<file path="config.mk">
export PLATFORM = sky130hd
export DESIGN_NAME = seq_divider
export DESIGN_NICKNAME = d
export VERILOG_FILES = /design/src/rtl/seq_divider.sv
export SDC_FILE = /design/constraint.sdc
export NUM_CORES = 1
export LEC_CHECK = 0
export ABC_AREA = 1
export ABC_CLOCK_PERIOD_IN_PS = 3800
export BUFFER_PORTS_ARGS = -buffer_cell sky130_fd_sc_hd__buf_2
export CAP_MARGIN = 20
export CORE_MARGIN = 8
export CORE_UTILIZATION = 40
export CTS_CLUSTER_SIZE = 40
export DETAILED_ROUTE_END_ITERATION = 7
export PLACE_DENSITY_LB_ADDON = 0.15
export SLEW_MARGIN = 10
export SYNTH_ARGS = -nofsm -noshare
export SYNTH_HDL_FRONTEND = slang
export SYNTH_SLANG_ARGS = --single-unit
</file>
<file path="constraint.sdc">
create_clock -name clk -period 3.8 [get_ports clk]
set_clock_uncertainty 0.15 [all_clocks]
set_input_delay 0 -clock clk [delete_from_list [all_inputs] [get_ports clk]]
set_output_delay 0 -clock clk [all_outputs]
set_load 0.01 [all_outputs]
</file>
<file path="src/rtl/seq_divider.sv">
// Unsigned radix-2 restoring divider: N_W-bit dividend by D_W-bit divisor.
// Latency: N_W cycles from accept to out_valid; a zero divisor gives its result one cycle after accept.
// Backpressure: the result is held with out_valid=1 until out_ready; in_ready is high only in IDLE.
module seq_divider #(
  parameter int N_W = 17,
  parameter int D_W = 8
) (
  input  logic           clk,
  input  logic           rst,
  input  logic           in_valid,
  output logic           in_ready,
  input  logic [N_W-1:0] dividend,
  input  logic [D_W-1:0] divisor,
  output logic           out_valid,
  input  logic           out_ready,
  output logic [N_W-1:0] quotient,
  output logic [D_W-1:0] remainder,
  output logic           div_zero
);

  localparam int CNT_W = $clog2(N_W);
  localparam logic [CNT_W-1:0] CNT_LAST = CNT_W'(N_W - 1);

  typedef enum logic [1:0] {IDLE, RUN, DONE} state_t;

  state_t           state;
  state_t           state_nx;
  logic [N_W-1:0]   n_sr;      // dividend bits still to be consumed, MSB first
  logic [N_W-1:0]   q_sr;      // quotient bits produced so far
  logic [D_W-1:0]   d_r;
  logic [D_W:0]     r;         // partial remainder, one guard bit for the shifted-in bit
  logic [CNT_W-1:0] cnt;

  logic [D_W:0]     t;
  logic             ge;
  logic [D_W:0]     r_nx;
  logic [N_W-1:0]   q_nx;
  logic             accept;
  logic             last;

  // One restoring step: shift in the next dividend bit, subtract the divisor if it fits.
  always_comb begin
    t    = {r[D_W-1:0], n_sr[N_W-1]};
    ge   = (t >= {1'b0, d_r});
    r_nx = ge ? (t - {1'b0, d_r}) : t;
    q_nx = {q_sr[N_W-2:0], ge};
    last = (cnt == CNT_LAST);
  end

  assign accept = in_valid && in_ready;

  // State register.
  always_ff @(posedge clk) begin
    if (rst) state <= IDLE;
    else     state <= state_nx;
  end

  // Next-state and handshake outputs.
  always_comb begin
    state_nx  = state;
    in_ready  = 1'b0;
    out_valid = 1'b0;
    case (state)
      IDLE: begin
        in_ready = 1'b1;
        if (in_valid) state_nx = (divisor == '0) ? DONE : RUN;
      end
      RUN: begin
        if (last) state_nx = DONE;
      end
      DONE: begin
        out_valid = 1'b1;
        if (out_ready) state_nx = IDLE;
      end
      default: state_nx = IDLE;
    endcase
  end

  // Working registers and the registered result; results only move on accept or the final step.
  always_ff @(posedge clk) begin
    if (rst) begin
      n_sr      <= '0;
      q_sr      <= '0;
      d_r       <= '0;
      r         <= '0;
      cnt       <= '0;
      quotient  <= '0;
      remainder <= '0;
      div_zero  <= 1'b0;
    end else begin
      case (state)
        IDLE: begin
          if (accept) begin
            if (divisor != '0) begin
              n_sr <= dividend;
              d_r  <= divisor;
              r    <= '0;
              q_sr <= '0;
              cnt  <= '0;
            end else begin
              quotient  <= '1;
              remainder <= dividend[D_W-1:0];
              div_zero  <= 1'b1;
            end
          end
        end
        RUN: begin
          n_sr <= {n_sr[N_W-2:0], 1'b0};
          r    <= r_nx;
          q_sr <= q_nx;
          cnt  <= cnt + 1'b1;
          if (last) begin
            quotient  <= q_nx;
            remainder <= r_nx[D_W-1:0];
            div_zero  <= 1'b0;
          end
        end
        default: ;
      endcase
    end
  end

endmodule

</file>
**After elaboration in Yosys (flattened, before gate mapping)**

Index checks and enable logic that the tools add are counted.

- Latch bits: 0
- Logic and storage cells: 62
- Input bits: 29
- Bits in read-only memories: 0
- RAM bits: 0
- Register bits: 82
- Output and inout bits: 28
- Memories: 0

- Eq/ne operators: 9
- Magnitude comparators: 1
- Divide/modulo/power cells: 0
- Reductions and logical operators: 9
- Multiplexer cells: 32
- Bitwise logic cells: 0
- Multiply operators: 0
- Add/subtract/negate cells: 2
- Shift-type cells: 0

Operators with widths:

| kind | number |
|---|---|
| $mux 17 | 5 |
| $pmux 17 s2 | 2 |
| $mux 8 | 6 |
| $mux 16 | 2 |
| $pmux 16 s2 | 1 |
| $pmux 8 s2 | 2 |
| $ne 2x2->1 const B | 6 |
| $mux 5 | 2 |
| $pmux 5 s2 | 1 |
| $ge 9x8->1 | 1 |
| $reduce_and 3->1 | 3 |
| $logic_not 8->1 | 1 |
| $mux 2 | 4 |
| $reduce_bool 8->1 | 1 |
| $sub 8x8->8 | 1 |
| $pmux 2 s3 | 1 |
| $add 5x1->5 const B | 1 |
| $eq 5x5->1 const B | 1 |
| $mux 1 | 5 |
| $reduce_and 4->1 | 1 |
| $eq 2x1->1 const B | 1 |
| $eq 2x2->1 const B | 1 |
| $logic_not 2->1 | 1 |
| $pmux 1 s2 | 1 |
| 2 further kinds | 2 |

**Longest topological paths before layout**

Gate-level depths: netlist of the first run.

- Depth after elaboration: 5
- Mapped depth: 13
- Gate-level depth less buffers: 13

**Worst setup path before layout of the first run**

Ideal clock, no wire load.

- Kind: register -> register
- Start point: reg d_r[2]
- End point: reg r[3]
- Stages on the path, launching flop included: 12
- Arrival time: 1.550 ns
- Path buffers: 0
- Required time: 3.593 ns
- Setup slack: 2.044 ns
- Cells stage by stage: dfxtp_1 inv_1 ha_1 nand2_1 nor2_1 nand3_1 nand2_1 nor2_1 nand4_1 nand3_1 nand2_1 inv_1

- Cells in the longest elaborated chain, start to end: 3

Ends and longest elaborated chain:

| element | line | source |
|---|---|---|
| start: declaration | 30 | `logic [D_W-1:0] d_r;` |
| start signal: assignment | 96 | `d_r <= divisor;` |
| $sub 8x8->8 or $ge 9x8->1 (tied branches) | 45, 44 |  |
| $mux 8 (*) | 45 | `r_nx = ge ? (t - {1'b0, d_r}) : t;` |
| $pmux 8 s2 (*) | 91 | `case (state)` |
| end signal: assignment | 109 | `r <= r_nx;` |
| end: declaration | 31 | `logic [D_W:0] r;` |

Mark *: on every way between the ends. The rest lies on a longest branch, timed or not.
A chain may end at the register's enable or synchronous reset.

**Final worst setup path of the first run**

- Start point: reg state[1]
- End point: reg remainder[3]

- Cells in the longest elaborated chain, start to end: 5

Ends and longest elaborated chain:

| element | line | source |
|---|---|---|
| start: declaration | 26 | `state_t state;` |
| start signal: assignment | 55 | `else state <= state_nx;` |
| $logic_not 2->1 | 63, 91 |  |
| $mux 1 | 63 | `case (state)` |
| $logic_and 1x1->1 | 50 | `assign accept = in_valid && in_ready;` |
| $ne 2x2->1 (no line) | - |  |
| $reduce_and 4->1 (no line) | - |  |
| end signal: assignment | 102 | `remainder <= dividend[D_W-1:0];` |
| end signal: assignment | 114 | `remainder <= r_nx[D_W-1:0];` |
| end: declaration | 17 | `output logic [D_W-1:0] remainder,` |

Several ways; a longest one is shown, not always the timed one.

==> impl_metrics.tcl, run 1 <==
set metrics [dict create \
    hold_path_class "input pin to flip-flop" \
    final_period_minus_worst_setup_slack_ps 2420 \
    root_buffer "sky130_fd_sc_hd__clkbuf_8" \
    final_layout_size_suffix_gt1_frac 0.138 \
    vias 3692 \
    most_repeated_library_cell_on_the_critical_path "sky130_fd_sc_hd__inv_2" \
    critical_path.startpoint "state[1]" \
    power.leakage_nw 2.14 \
    worst_pin_slew_ps 947 \
    r2r_start "state[1]" \
    number_of_endpoints_failing_setup_at_the_final_stage 0 \
    drv.max_cap_violation_count 0 \
    routedWlPerCell_um 13.0 \
    multi_input_area_um2 1800 \
    pin_count 57 \
    post-synth-top-count-cell "sky130_fd_sc_hd__nand2_1" \
    global_route.overflow_total 0 \
    grt_pass1_vias 3515 \
    timing_max_transition_violations_final 0 \
    synth_area_leader_cell "sky130_fd_sc_hd__dfxtp_1" \
    synth.yosys.seq_area_share 0.424 \
    finalSetupTns_ps 0 \
    post_cts_buffers 0 \
    p_per_area_nw_per_um2 466 \
    irDropWorstVdd_mv 0.196 \
    chipHeight_um 114 \
    grt_antenna_before_repair 0 \
    htreeDepth 3 \
    start_util 0.403 \
    synth_flop_cell "sky130_fd_sc_hd__dfxtp_1" \
    slowest_stage "sky130_fd_sc_hd__nand3_2" \
    overall_global_routing_usage 0.162 \
    worstHoldStart "in_valid" \
    sequential_cell_area_um2 1640 \
    detail_route.vias_per_cell 4.83 \
    timing.critical_path.arrival_ps 2530 \
    biggest_fanout_along_the_worst_timing_path 34 \
    post_synth_inst_count 556 \
    tritoncts "built" \
    synth_async_sr_flop_share 0 \
    cp.required_ps 3910 \
    num-fill-cells 973 \
    post_synth.cell_area_avg_um2 6.96 \
    first_pass_grt_wire_length_um 17100 \
    firstDrtPassIters 5 \
    outcome "finished clean" \
    remaining_drc_errors 0 \
    post_synth_num_cell_types 26 \
    critical_path.endpoint_type "flip-flop" \
    ys_top_cells_by_count "sky130_fd_sc_hd__nand2_1, sky130_fd_sc_hd__dfxtp_1, sky130_fd_sc_hd__inv_1, sky130_fd_sc_hd__a21oi_1, sky130_fd_sc_hd__o21ai_0" \
    clock-sinks 82 \
    synth_nets 596 \
    holdBufCountCts 26 \
    gp_congestion 0.867 \
    placeableCoreArea_um2 9590 \
    die_x_um 114 \
    first_iter_violations 233 \
    slowest_delay_ps 520 \
    die_area_um2 13100 \
    post_synth_top_area_share 0.424 \
    grt_start_max_net_pins 54 \
    ys_seq_elements 82 \
    critical_path.cell_chain "nor2_4 -> inv_2 -> nor2_1 -> inv_2 -> nand3_2 -> a21oi_1 -> nand3_1 -> nand2_1 -> inv_1" \
    cts_buffers 9 \
    overall_power_of_the_completed_layout_mw 2.17 \
    synth_area_leaders "sky130_fd_sc_hd__dfxtp_1, sky130_fd_sc_hd__nand2_1, sky130_fd_sc_hd__a21oi_1" \
    path_class "flip-flop to flip-flop" \
    sort_of_element_at_the_start_of_the_critical_path "flip-flop" \
    fin_crit_sh 0.637 \
    areaGrowthSynthToFinish_pct 20.6 \
    antenna_left 0 \
    hpwl_um 6860 \
    cts_repair_resize_count 0 \
    rel_slew_slack 0.368 \
    hold_viol 0 \
    postRouteWirelength_um 9940 \
    fmax_mhz 413 \
    grt_setup_unrepaired "no" \
    ys.warnings.count 0 \
    nNetsFinal 666 \
    path_clk_slew_ps 90 \
    post_synth_instance_area_um2 3870 \
    clock_path_buffers 2 \
    rows 36 \
    synth_enable_flop_cells 0 \
    clock_insertion_delay_worst_skew_ps 350 \
    diodes 0 \
    place.port_buffers 56 \
]
[cell usage in the layout (no fill, tap or decap)]
| master | synthesis | final |
|---|---|---|
| sky130_fd_sc_hd__buf_2 | 5 | 56 |
| sky130_fd_sc_hd__nor2_4 | 2 | 2 |
| sky130_fd_sc_hd__xnor2_1 | 3 | 3 |
| sky130_fd_sc_hd__a21oi_4 | 1 | 1 |
| sky130_fd_sc_hd__o21ai_0 | 43 | 43 |
| sky130_fd_sc_hd__nor2_1 | 28 | 28 |
| sky130_fd_sc_hd__dlygate4sd3_1 | 0 | 26 |
| sky130_fd_sc_hd__nor3_1 | 2 | 2 |
| sky130_fd_sc_hd__clkinv_8 | 0 | 1 |
| sky130_fd_sc_hd__nand3_2 | 1 | 1 |
| sky130_fd_sc_hd__dfxtp_1 | 82 | 82 |
| sky130_fd_sc_hd__nand4_2 | 1 | 1 |
| sky130_fd_sc_hd__inv_2 | 4 | 4 |
| sky130_fd_sc_hd__nand2_2 | 1 | 1 |
| sky130_fd_sc_hd__nand4_1 | 10 | 10 |
| sky130_fd_sc_hd__o21ai_1 | 1 | 1 |
| sky130_fd_sc_hd__nand2_1 | 138 | 138 |
| sky130_fd_sc_hd__or2_2 | 2 | 2 |
| sky130_fd_sc_hd__nand3_1 | 38 | 38 |
| sky130_fd_sc_hd__buf_4 | 2 | 3 |
| sky130_fd_sc_hd__a21oi_1 | 66 | 66 |
| sky130_fd_sc_hd__clkbuf_8 | 0 | 9 |
| sky130_fd_sc_hd__inv_6 | 0 | 1 |
| sky130_fd_sc_hd__ha_1 | 10 | 10 |
| sky130_fd_sc_hd__clkinvlp_4 | 0 | 3 |
| sky130_fd_sc_hd__inv_1 | 78 | 78 |
| sky130_fd_sc_hd__a31oi_1 | 18 | 18 |
| sky130_fd_sc_hd__fa_1 | 1 | 1 |
| sky130_fd_sc_hd__clkinv_4 | 0 | 2 |
[worst max-delay path: cells and delay by family (launching register included)]
| family | cells | cell delay, ps |
|---|---|---|
| AOI/OAI and AO/OA | 1 | 400 |
| buffers and inverters | 3 | 450 |
| DFF | 1 | 450 |
| and+or+nand+nor | 5 | 880 |
[flip-flops by register name, summed over array words and instances (netlist names)]
register	cells
state	2
cnt	5
r	8
n_sr	17
remainder	8
quotient	17
div_zero	1
d_r	8
q_sr	16
[power breakdown]
part / total (mW) / switching [mW] / internal, mW / leakage (nW)
Sequential: 0.981 / 0.0459 / 0.935 / 0.671
Combinational: 0.595 / 0.385 / 0.210 / 1.38
Clock: 0.598 / 0.351 / 0.247 / 0.0848
Total: 2.17 / 0.782 / 1.39 / 2.14
[cell type report]
cell class,instances,area share
multi-input combinational,366,0.386
sequential,82,0.352
timing repair buffer,85,0.121
inverter,82,0.0659
tap,133,0.0356
clock buffer,9,0.0265
clock inverter,7,0.0139
[worst paths after layout]
path             endpoint  cells past startpoint  slack (ps)
max reg2reg  remainder[3]                      9        1380
max          remainder[3]                      9        1380
min reg2reg   quotient[7]                      2         300
min                cnt[2]                      6          30
[routing by layer]
layer / vias up / global-route usage / wire length [um] / share of wire
met5: - / 0 / 0 / 0
met4: 0 / 0.0426 / 76 / 0.0076
met1: 1681 / 0.216 / 4920 / 0.49
met3: 6 / 0.0406 / 480 / 0.048
li1: 1935 / - / - / -
met2: 70 / 0.252 / 4460 / 0.45
[cells by family (layout without fill, tap and decap cells)]
group / Yosys count / in the layout / share of synthesized area
compound gates: 129 / 129 / 0.176
xor+xnor: 3 / 3 / 0.00679
fa+ha+maj: 11 / 11 / 0.0375
buf+inv: 108 / 183 / 0.111
flops: 82 / 82 / 0.424
simple gates: 223 / 223 / 0.245
[metrics by stage]
stage | instance area [um2] | setup slack (ps) | std cells | hold WS [ps] | util
finish | 4670 | 1380 | 764 | 32.0 | 0.487
global route | 4670 | 1150 | 764 | 59.0 | 0.487
CTS | 4670 | 1360 | 764 | 0.904 | 0.487
detailed placement | 4220 | 1380 | 722 | 110 | 0.440
global placement | 4220 | 1530 | 722 | 106 | 0.440
floorplan | 3870 | 2040 | 556 | -15.1 | -
No activity file was read; power rests on OpenSTA's default activity.
==> run 2, diff against run 1 <==
ABC_AREA = 0   (was 1)
ABC_CLOCK_PERIOD_IN_PS = 2220   (was 3800)
clock period = 2.22 ns   (was 3.8 ns; I/O delays follow)
==> run 2 against run 1 <==
Cell area up 2.0%; sequential power grew 61%; register-to-register slack worse by 1300 ps; sequential cell count unchanged; non-clock buffer count rose by 31; global-route usage shrank 1.0 points; clock power rose by 87%.
==> impl_metrics.tcl, run 2 <==
set metrics [dict create \
    final_layout_size_suffix_gt1_frac 0.260 \
    post_synth_instance_area_um2 3570 \
    irDropWorstVdd_mv 0.294 \
    htreeDepth 3 \
    synth_enable_flop_cells 0 \
    areaGrowthSynthToFinish_pct 33.6 \
    overall_power_of_the_completed_layout_mw 3.65 \
    final_period_minus_worst_setup_slack_ps 2170 \
    critical_path.endpoint_type "flip-flop" \
    start_util 0.411 \
    outcome "finished clean" \
    sort_of_element_at_the_start_of_the_critical_path "input pin" \
    clock_insertion_delay_worst_skew_ps 350 \
    die_x_um 110 \
    antenna_left 0 \
    largestRegisters "n_sr x17, quotient x17, q_sr x16" \
    ys_seq_elements 82 \
    placeableCoreArea_um2 8680 \
    diodes 0 \
    nNetsFinal 570 \
    dpl_worst_slack_ps -78.8 \
    synth_async_sr_flop_share 0 \
    number_of_endpoints_failing_setup_at_the_final_stage 0 \
    finalSetupTns_ps 0 \
    rel_slew_slack 0.700 \
    synth_area_leaders "sky130_fd_sc_hd__dfxtp_1, sky130_fd_sc_hd__nor2_1, sky130_fd_sc_hd__nand2_1" \
    post_synth_num_cell_types 48 \
    vias 3343 \
    post_synth_top_area_share 0.460 \
    routedWlPerCell_um 14.9 \
    die_area_um2 12200 \
    first_pass_grt_wire_length_um 15600 \
    rows 34 \
    ys.warnings.count 0 \
    cts_buffers 9 \
    synth_flop_cell "sky130_fd_sc_hd__dfxtp_1" \
    most-common-layout-cells "sky130_fd_sc_hd__nor2_1, sky130_fd_sc_hd__dfxtp_1, sky130_fd_sc_hd__buf_2" \
    hpwl_um 6440 \
    layoutNonFillerInstCount 643 \
    power.leakage_nw 1.99 \
    overall_global_routing_usage 0.151 \
    detail_route.vias_per_cell 5.20 \
    first_iter_violations 169 \
    synth_area_leader_cell "sky130_fd_sc_hd__dfxtp_1" \
    post-synth-top-count-cell "sky130_fd_sc_hd__nor2_1" \
    fmax_mhz 462 \
    timing.critical_path.arrival_ps 2300 \
    chipHeight_um 110 \
    p_per_area_nw_per_um2 767 \
    drv.max_cap_violation_count 0 \
    worst_pin_slew_ps 450 \
    clock_path_buffers 2 \
    place.detailed.instances 597 \
    synth.yosys.seq_area_share 0.460 \
    tritoncts "built" \
    ys_top_cells_by_count "sky130_fd_sc_hd__nor2_1, sky130_fd_sc_hd__dfxtp_1, sky130_fd_sc_hd__nand2_1, sky130_fd_sc_hd__nor3_1" \
    final_common_cell "sky130_fd_sc_hd__nor2_1" \
    post_synth_inst_count 432 \
    cp.required_ps 2360 \
    timing_max_transition_violations_final 0 \
    grt_antenna_before_repair 0 \
    grt_start_max_net_pins 61 \
    postLayoutSetupSlackWorst_ps 54.3 \
    path_class "input pin to flip-flop" \
    grt_pass1_vias 3220 \
    place.port_buffers 56 \
    remaining_drc_errors 0 \
    global_route.overflow_total 0 \
    grt_setup_unrepaired "yes" \
    path_clk_slew_ps 80 \
    biggest_fanout_along_the_worst_timing_path 4 \
    postRouteWirelength_um 9560 \
    fin_crit_sh 0.976 \
    hold_path_class "input pin to flip-flop" \
    post_synth.cell_area_avg_um2 8.25 \
    gp_congestion 0.892 \
    clock-sinks 82 \
    synth_nets 472 \
    hold_viol 0 \
    root_buffer "sky130_fd_sc_hd__clkbuf_8" \
    firstDrtPassIters 4 \
    pin_count 57 \
]
-- run 2: cells by family after synthesis --
family / after synthesis / share of synthesized area
buffers and inverters: 44 / 0.0526
adders and majority gates: 11 / 0.0407
muxes: 6 / 0.0168
DFF: 82 / 0.460
xor gates and xnor gates: 4 / 0.00982
and+or+nand+nor: 191 / 0.229
AOI/OAI and AO/OA: 94 / 0.190
-- run 2: final timing paths --
check,startpoint,endpoint,slack (ps),depth (start not counted)
hold reg to reg,n_sr[0],n_sr[0],310,2
setup reg to reg,d_r[1],remainder[5],70,8
setup / recovery,divisor[6],div_zero,50,6
hold / removal,divisor[4],remainder[1],150,6
-- run 2: power by group --
group          internal [mW]  switching (mW)
Clock                  0.557           0.564
Sequential              1.53          0.0415
Combinational          0.464           0.494
-- run 2: routing by layer --
| layer | track usage | vias to the layer above | wire length (um) |
|---|---|---|---|
| li1 | - | 1696 | - |
| met1 | 0.191 | 1562 | 4550 |
| met2 | 0.245 | 76 | 4430 |
| met3 | 0.0427 | 9 | 458 |
| met4 | 0.0414 | 0 | 123 |
| met5 | 0 | - | 0 |
-- run 2: final cells by class --
class                   count  area [um2]
repair buffers            116         842
well taps                 108         135
clock buffers              11         141
clock inverters             5        62.6
multi-input cells         306        1880
flip-flops and latches     82        1640
inverters                  15        56.3
fillers                   831        3920
-- run 2: worst max-delay path, cell delays in order --
cell and delay (ps):
sky130_fd_sc_hd__dlygate4sd3_1 540, sky130_fd_sc_hd__buf_2 140, sky130_fd_sc_hd__or4_4 480, sky130_fd_sc_hd__or3_4 430, sky130_fd_sc_hd__dlygate4sd3_1 600, sky130_fd_sc_hd__a21oi_1 120
-- run 2: stage by stage --
stage                util  instance area (um2)  hold slack, ps
floorplan               -                 3570           -11.4
global placement    0.475                 4120            88.4
detailed placement  0.475                 4120            94.8
CTS                 0.533                 4620             170
global route        0.549                 4760             183
finish              0.549                 4760             153
-- run 2: timing repair --
| item | CTS | global route |
|---|---|---|
| endpoints found under the hold margin | 43 | 0 |
| resized for setup | 5 | 26 |
| hold buffers | 28 | 0 |
| pin swaps | 0 | 10 |
| endpoints found under the setup margin | 14 | 27 |
| setup buffers | 0 | 2 |
